## config.mk

```make
export PLATFORM = sky130hd
export DESIGN_NAME = game_board
export DESIGN_NICKNAME = d
export VERILOG_FILES = /design/src/rtl/tictactoe_pkg.sv /design/src/rtl/line_check.sv /design/src/rtl/game_board.sv
export SDC_FILE = /design/constraint.sdc
export NUM_CORES = 1
export LEC_CHECK = 0
export ABC_AREA = 0
export CAP_MARGIN = 10
export CELL_PAD_IN_SITES_DETAIL_PLACEMENT = 2
export CELL_PAD_IN_SITES_GLOBAL_PLACEMENT = 2
export CORE_AREA = 2 2 98 100
export DETAILED_ROUTE_END_ITERATION = 6
export DIE_AREA = 0 0 100 102
export PLACE_DENSITY = 0.82
export SKIP_LAST_GASP = 1
export SYNTH_ARGS = -nofsm -noshare
export SYNTH_HDL_FRONTEND = slang
export SYNTH_SLANG_ARGS = --single-unit
```

## constraint.sdc

```tcl
create_clock -name ph1 -period 3.1 [get_ports ph1]
set_input_delay 0.93 -clock ph1 [delete_from_list [all_inputs] [get_ports ph1]]
set_output_delay 0.93 -clock ph1 [all_outputs]
set_load 0.02 [all_outputs]
```

## src/rtl/tictactoe_pkg.sv

```systemverilog
// Shared tic-tac-toe types: cell encodings, winner codes, board FSM states
// and the table of eight winning lines.
package tictactoe_pkg;

    typedef enum logic [1:0] {
        EMPTY   = 2'b00,
        ILLEGAL = 2'b01,
        X       = 2'b10,
        O       = 2'b11
    } cellStateType;

    localparam logic [1:0] O_WIN  = 2'b11;
    localparam logic [1:0] X_WIN  = 2'b10;
    localparam logic [1:0] TIE    = 2'b01;
    localparam logic [1:0] NO_WIN = 2'b00;

    localparam int unsigned NUM_CELLS = 9;
    localparam int unsigned NUM_LINES = 8;

    // Entry i lives at [12*i +: 12] as three cell numbers, first cell in the top nibble:
    // rows, then columns, then the two diagonals.
    localparam logic [95:0] LINE_TABLE = {
        12'h246, 12'h048, 12'h258, 12'h147,
        12'h036, 12'h678, 12'h345, 12'h012
    };

    typedef enum logic [1:0] {
        IDLE,
        SCAN,
        DONE
    } board_state_t;

    // Cell number of position k (0..2) within line 'line'.
    function automatic logic [3:0] line_cell(input logic [2:0] line, input int unsigned k);
        logic [11:0] entry;
        entry = LINE_TABLE[12*int'(line) +: 12];
        return entry[4*(2-k) +: 4];
    endfunction

endpackage

```

## src/rtl/line_check.sv

```systemverilog
// Combinational test of one line: all three cells equal and occupied.
module line_check
    import tictactoe_pkg::*;
(
    input  logic [1:0] cell_a,
    input  logic [1:0] cell_b,
    input  logic [1:0] cell_c,
    output logic       match,
    output logic [1:0] code
);

    // Match flag and the winner code of the owning player.
    always_comb begin
        match = (cell_a == cell_b) && (cell_b == cell_c) && (cell_a != EMPTY);
        code  = NO_WIN;
        if (match) begin
            code = (cell_a == O) ? O_WIN : X_WIN;
        end
    end

endmodule

```

## src/rtl/game_board.sv

```systemverilog
// Tic-tac-toe board: accepts moves, scans one line per cycle after each move
// and latches win/tie. Optional macro BOARD_MOVE_COUNT_EN adds a moveCount
// output and derives board-full from it instead of from the board image.
module game_board
    import tictactoe_pkg::*;
(
    input  logic        ph1,
    input  logic        reset_n,
    input  logic        clear,
    input  logic [3:0]  addr,
    input  logic [1:0]  cellState,
    output logic [17:0] gBoard,
    output logic        busy,
    output logic        gameIsDone,
    output logic [1:0]  winner,
    output logic        moveErr
`ifdef BOARD_MOVE_COUNT_EN
    ,
    output logic [3:0]  moveCount
`endif
);

    board_state_t state_q, state_d;
    logic [17:0]  board_q, board_d;
    logic [2:0]   idx_q, idx_d;
    logic         pend_q, pend_d;
    logic [1:0]   pend_code_q, pend_code_d;
    logic [1:0]   winner_q, winner_d;
    logic         done_q, done_d;
    logic         busy_q, busy_d;
    logic         move_err_q, move_err_d;
`ifdef BOARD_MOVE_COUNT_EN
    logic [3:0]   cnt_q, cnt_d;
`endif

    logic       wr_req;
    logic       wr_legal;
    logic       board_full;
    logic       ln_match;
    logic [1:0] ln_code;
    logic [1:0] ln_a, ln_b, ln_c;
    logic       fin_match;
    logic [1:0] fin_code;

    function automatic logic [1:0] cell_at(input logic [17:0] b, input logic [3:0] a);
        logic [1:0] v;
        v = EMPTY;
        for (int unsigned i = 0; i < NUM_CELLS; i++) begin
            if (a == i[3:0]) v = b[2*i +: 2];
        end
        return v;
    endfunction

    // Cells of the line currently being scanned.
    always_comb begin
        ln_a = cell_at(board_q, line_cell(idx_q, 0));
        ln_b = cell_at(board_q, line_cell(idx_q, 1));
        ln_c = cell_at(board_q, line_cell(idx_q, 2));
    end

    line_check u_line_check (
        .cell_a (ln_a),
        .cell_b (ln_b),
        .cell_c (ln_c),
        .match  (ln_match),
        .code   (ln_code)
    );

    // Write classification and board-full detection.
    always_comb begin
        wr_req   = (addr != 4'hF) && (cellState != EMPTY);
        wr_legal = (addr <= 4'd8) && (cellState != ILLEGAL) && (cell_at(board_q, addr) == EMPTY);
`ifdef BOARD_MOVE_COUNT_EN
        board_full = (cnt_q == 4'd9);
`else
        board_full = 1'b1;
        for (int unsigned i = 0; i < NUM_CELLS; i++) begin
            if (board_q[2*i +: 2] == EMPTY) board_full = 1'b0;
        end
`endif
        // The last line's own match counts alongside any earlier latched one.
        fin_match = pend_q | ln_match;
        fin_code  = pend_q ? pend_code_q : ln_code;
    end

    // Next-state logic for the IDLE/SCAN/DONE controller and its outputs.
    always_comb begin
        state_d     = state_q;
        board_d     = board_q;
        idx_d       = idx_q;
        pend_d      = pend_q;
        pend_code_d = pend_code_q;
        winner_d    = winner_q;
        done_d      = done_q;
        busy_d      = busy_q;
        move_err_d  = 1'b0;
`ifdef BOARD_MOVE_COUNT_EN
        cnt_d       = cnt_q;
`endif
        if (clear) begin
            state_d     = IDLE;
            board_d     = '0;
            idx_d       = '0;
            pend_d      = 1'b0;
            pend_code_d = NO_WIN;
            winner_d    = NO_WIN;
            done_d      = 1'b0;
            busy_d      = 1'b0;
`ifdef BOARD_MOVE_COUNT_EN
            cnt_d       = '0;
`endif
        end else begin
            unique case (state_q)
                IDLE: begin
                    if (wr_req) begin
                        if (wr_legal) begin
                            for (int unsigned i = 0; i < NUM_CELLS; i++) begin
                                if (addr == i[3:0]) board_d[2*i +: 2] = cellState;
                            end
                            state_d     = SCAN;
                            busy_d      = 1'b1;
                            idx_d       = '0;
                            pend_d      = 1'b0;
                            pend_code_d = NO_WIN;
`ifdef BOARD_MOVE_COUNT_EN
                            cnt_d       = cnt_q + 4'd1;
`endif
                        end else begin
                            move_err_d = 1'b1;
                        end
                    end
                end
                SCAN: begin
                    move_err_d = wr_req;
                    if (ln_match && !pend_q) begin
                        pend_d      = 1'b1;
                        pend_code_d = ln_code;
                    end
                    if (idx_q == 3'(NUM_LINES - 1)) begin
                        busy_d = 1'b0;
                        idx_d  = '0;
                        if (fin_match) begin
                            winner_d = fin_code;
                            done_d   = 1'b1;
                            state_d  = DONE;
                        end else if (board_full) begin
                            winner_d = TIE;
                            done_d   = 1'b1;
                            state_d  = DONE;
                        end else begin
                            winner_d = NO_WIN;
                            state_d  = IDLE;
                        end
                    end else begin
                        idx_d = idx_q + 3'd1;
                    end
                end
                DONE: begin
                    move_err_d = wr_req;
                end
                default: begin
                    state_d = IDLE;
                end
            endcase
        end
    end

    // State registers with asynchronous active-low reset.
    always_ff @(posedge ph1 or negedge reset_n) begin
        if (!reset_n) begin
            state_q     <= IDLE;
            board_q     <= '0;
            idx_q       <= '0;
            pend_q      <= 1'b0;
            pend_code_q <= NO_WIN;
            winner_q    <= NO_WIN;
            done_q      <= 1'b0;
            busy_q      <= 1'b0;
            move_err_q  <= 1'b0;
`ifdef BOARD_MOVE_COUNT_EN
            cnt_q       <= '0;
`endif
        end else begin
            state_q     <= state_d;
            board_q     <= board_d;
            idx_q       <= idx_d;
            pend_q      <= pend_d;
            pend_code_q <= pend_code_d;
            winner_q    <= winner_d;
            done_q      <= done_d;
            busy_q      <= busy_d;
            move_err_q  <= move_err_d;
`ifdef BOARD_MOVE_COUNT_EN
            cnt_q       <= cnt_d;
`endif
        end
    end

    assign gBoard     = board_q;
    assign busy       = busy_q;
    assign gameIsDone = done_q;
    assign winner     = winner_q;
    assign moveErr    = move_err_q;
`ifdef BOARD_MOVE_COUNT_EN
    assign moveCount  = cnt_q;
`endif

endmodule
```

==> results of run 1 <==
-- power groups by stage --
stage,Combinational [W],Sequential (W),Clock (W)
finish,0.000958,0.000537,0.000375
floorplan,0.000447,0.000543,0
global placement,0.000747,0.000532,0
CTS,0.000821,0.000531,0.000382
detailed placement,0.000789,0.000538,0
global route,0.00103,0.000544,0.000391
-- synth_stat cells, types with 3 or more instances --
cell,n
a311oi_1,3
mux2i_1,25
nand3b_1,5
a21oi_1,11
nand2b_1,9
buf_2,6
nand3_1,10
mux2_2,3
nor3b_1,5
inv_1,9
a31oi_1,4
o21ai_0,36
o221ai_1,3
nor3_1,12
buf_4,7
nor2b_1,10
nor2_1,23
dfrtp_1,31
or2_2,4
clkbuf_1,8
ha_1,9
nand2_1,46
-- worst register-to-register path, stage by stage (launching register included) --
cell and delay, ns:
dfrtp_2 0.46, buf_12 0.15, ha_4 0.17, mux2_4 0.31
nand2_1 0.13, a21boi_0 0.20, mux2i_1 0.14, a311oi_2 0.41
mux2i_1 0.30, a31oi_2 0.15, buf_4 0.18, or3_4 0.37
nand3_2 0.07
-- metal layers --
metal  up-vias  wire (microns)
met4         0             259
met3        18             265
met2        58            6590
met1      1529            4950
met5         -               0
li1       1324               -
-- worst min path at each step --
stage	depth (start not counted)	slack [ns]	start	endpoint
2_1_floorplan	1	0.49	pend_code_q[1]	pend_code_q[1]
3_3_place_gp	1	0.50	pend_code_q[1]	pend_code_q[1]
3_5_place_dp	2	0.52	busy	busy
4_1_cts	1	0.54	pend_code_q[1]	pend_code_q[1]
5_1_grt	2	0.57	gameIsDone	gameIsDone
6_report	2	0.53	winner[0]	winner[0]
-- flip-flops by register name, summed over array words and instances (netlist names) --
name,flops
winner,2
state_q,2
moveErr,1
busy,1
gBoard,18
pend_q,1
pend_code_q,2
idx_q,3
gameIsDone,1
-- layout make-up --
type | instances | area [sq um] | area share, %
Multi-Input combinational cell | 265 | 1920 | 51.3
Clock buffer | 8 | 100 | 2.67
Sequential cell | 31 | 778 | 20.8
Tap cell | 111 | 139 | 3.71
Timing Repair Buffer | 87 | 764 | 20.4
Inverter | 10 | 40.0 | 1.07
-- cells by family after synthesis --
family | share of synthesized area (%)
compound gates | 20.4
fa+ha+maj | 4.21
buf+inv | 6.64
flops | 29.0
mux | 12.9
simple gates | 27.0
-- stage by stage --
stage	instance area (sq um)	instances
floorplan	2680	330
global placement	3330	494
detailed placement	3330	494
CTS	3510	502
global route	3740	512
finish	3740	512
-- timing repair --
item                                    in CTS  in global routing
pin swaps                                    0                 14
setup buffers                                0                 10
resized for setup                           19                 34
endpoints found under the setup margin      30                 30
cloned                                       0                  0
==> qor.yml, run 1 <==
r2r_cells: 12
worst_slack_ns: 0.0114
synth.cell_area_sq_um: 2680
cpMostUsedCell: "mux2i_1"
crit_fanout: 5
hold_path_class: "flop to flop"
core-area_sq_um: 9110
slew_headroom_pct: 67.1
cp_num_cells: 12
ys_seq_area_share_pct: 29.0
setup-violations-final: 0
tns_ns: 0
hpwlAfterDp_mm: 8.00
fillers: 1037
use_met1_pct: 27.2
nets: 418
leakagePower_nw: 1.53
clockBufferDepth: 2
layout_common_cells: "buf_4, nand2_1, o21ai_0, dfrtp_1, clkdlybuf4s50_1"
outcome: "finished, final reports clean"
critPathMaxStageDelay_ns: 0.46
dr.pass1.iters: 4
wl_per_cell_microns: 23.6
netSwitchingPower_w: 0.000791
die-width_microns: 100
r2r-end: "pend_code_q[0]"
avgSynthCellArea_sq_um: 8.11
r2r_slack_ns: 0.01
final_common_cell: "buf_4"
drv_slew: 0
crit_path_top_delay_cell: "dfrtp_2"
path_cells: "buf_12 -> ha_4 -> mux2_4 -> nand2_1 -> a21boi_0 -> mux2i_1 -> a311oi_2 -> mux2i_1 -> a31oi_2 -> buf_4 -> or3_4 -> nand3_2"
min_period_ns: 3.09
synth_top_area_share_pct: 29.0
die_h_microns: 102
worst_pin_slew_ns: 0.489
finish.utilization_pct: 41.1
met3_usage_pct: 2.39
grt_max_degree: 32
design.die.area_sq_um: 10200
drt-vias-per-instance: 5.72
power_w: 0.00187
syn_nets: 348
cts_buffers: 5
synth_ff_type: "dfrtp_1"
track_usage_pct: 23.2
io_pins: 32
intPower_w: 0.00108
end_kind: "flop"
initial_core_util_pct: 29.4
vias: 2929
yosys-top-cells-area: "dfrtp_1, mux2i_1, o21ai_0, nand2_1, ha_1"
synth_top_area_cell: "dfrtp_1"
critPathBufInv: 2
use_met2_pct: 44.5
core.rowCount: 35
hold_violations: 0
holdWs_ns: 0.532
switching_share_pct: 42.3
skew_ns: 0.00692
area_delta_synth_final_pct: 39.8
cp.required_ns: 3.34
routed_wl_mm: 12.1
path_clk_slew_ns: 0.07
yosysWarningCount: 0
power_density_nw_per_um2: 500
cp-endpoint: "pend_code_q[0]"
grt_pass1_vias: 3328
ys_types: 62
ir_drop_mv: 0.234
place_congestion: 0.885
clkLatencyLatePin_ns: 0.30
clkPwrFrac_pct: 20.1
r2r_start: "idx_q[0]"
pre_cts_slack_ns: -0.545
min_period_over_period_pct: 99.6
cts_htree_levels: 2
antenna_found_initial: 0
root_buffer: "clkbuf_8"
async_reset_ff_share_pct: 100
num_antenna_cells: 0
sequentialPowerShare_pct: 28.7
fmax_mhz: 324
gr-total-overflow: 0
drive_gt1_share_pct: 27.2
drc_errors: 0
drv_cap: 0
grt_pass1_wl_mm: 18.2
postSynthCellCount: 330
cp_data_arrival_time_ns: 3.32
grt_busiest_layer: "met2"
cts_tree: "built"
postCtsHoldBufs: 0
setup.worst_path.class: "flop to flop"
startpoint: "idx_q[0]"
ant_nets: 0
crit_family: "compound AO/OA/AOI/OAI gates"
combPwrFrac_pct: 51.2
startpoint_type: "flop"
ys_ff_latch: 31
drtIter0Drc: 89
port_buffers: 31
cts_sinks: 31
synth-edff-count: 0
Note: power is estimated with default switching activity, not from simulation.
==> run 2: changes to the inputs <==
--- a/config.mk
+++ b/config.mk
@@ -6,7 +6,6 @@
 export NUM_CORES = 1
 export LEC_CHECK = 0
 export ABC_AREA = 0
-export CAP_MARGIN = 10
 export CELL_PAD_IN_SITES_DETAIL_PLACEMENT = 2
 export CELL_PAD_IN_SITES_GLOBAL_PLACEMENT = 2
 export CORE_AREA = 2 2 98 100
==> results of run 2 <==
Final layout, timing and power as in run 1 (identical DEF).
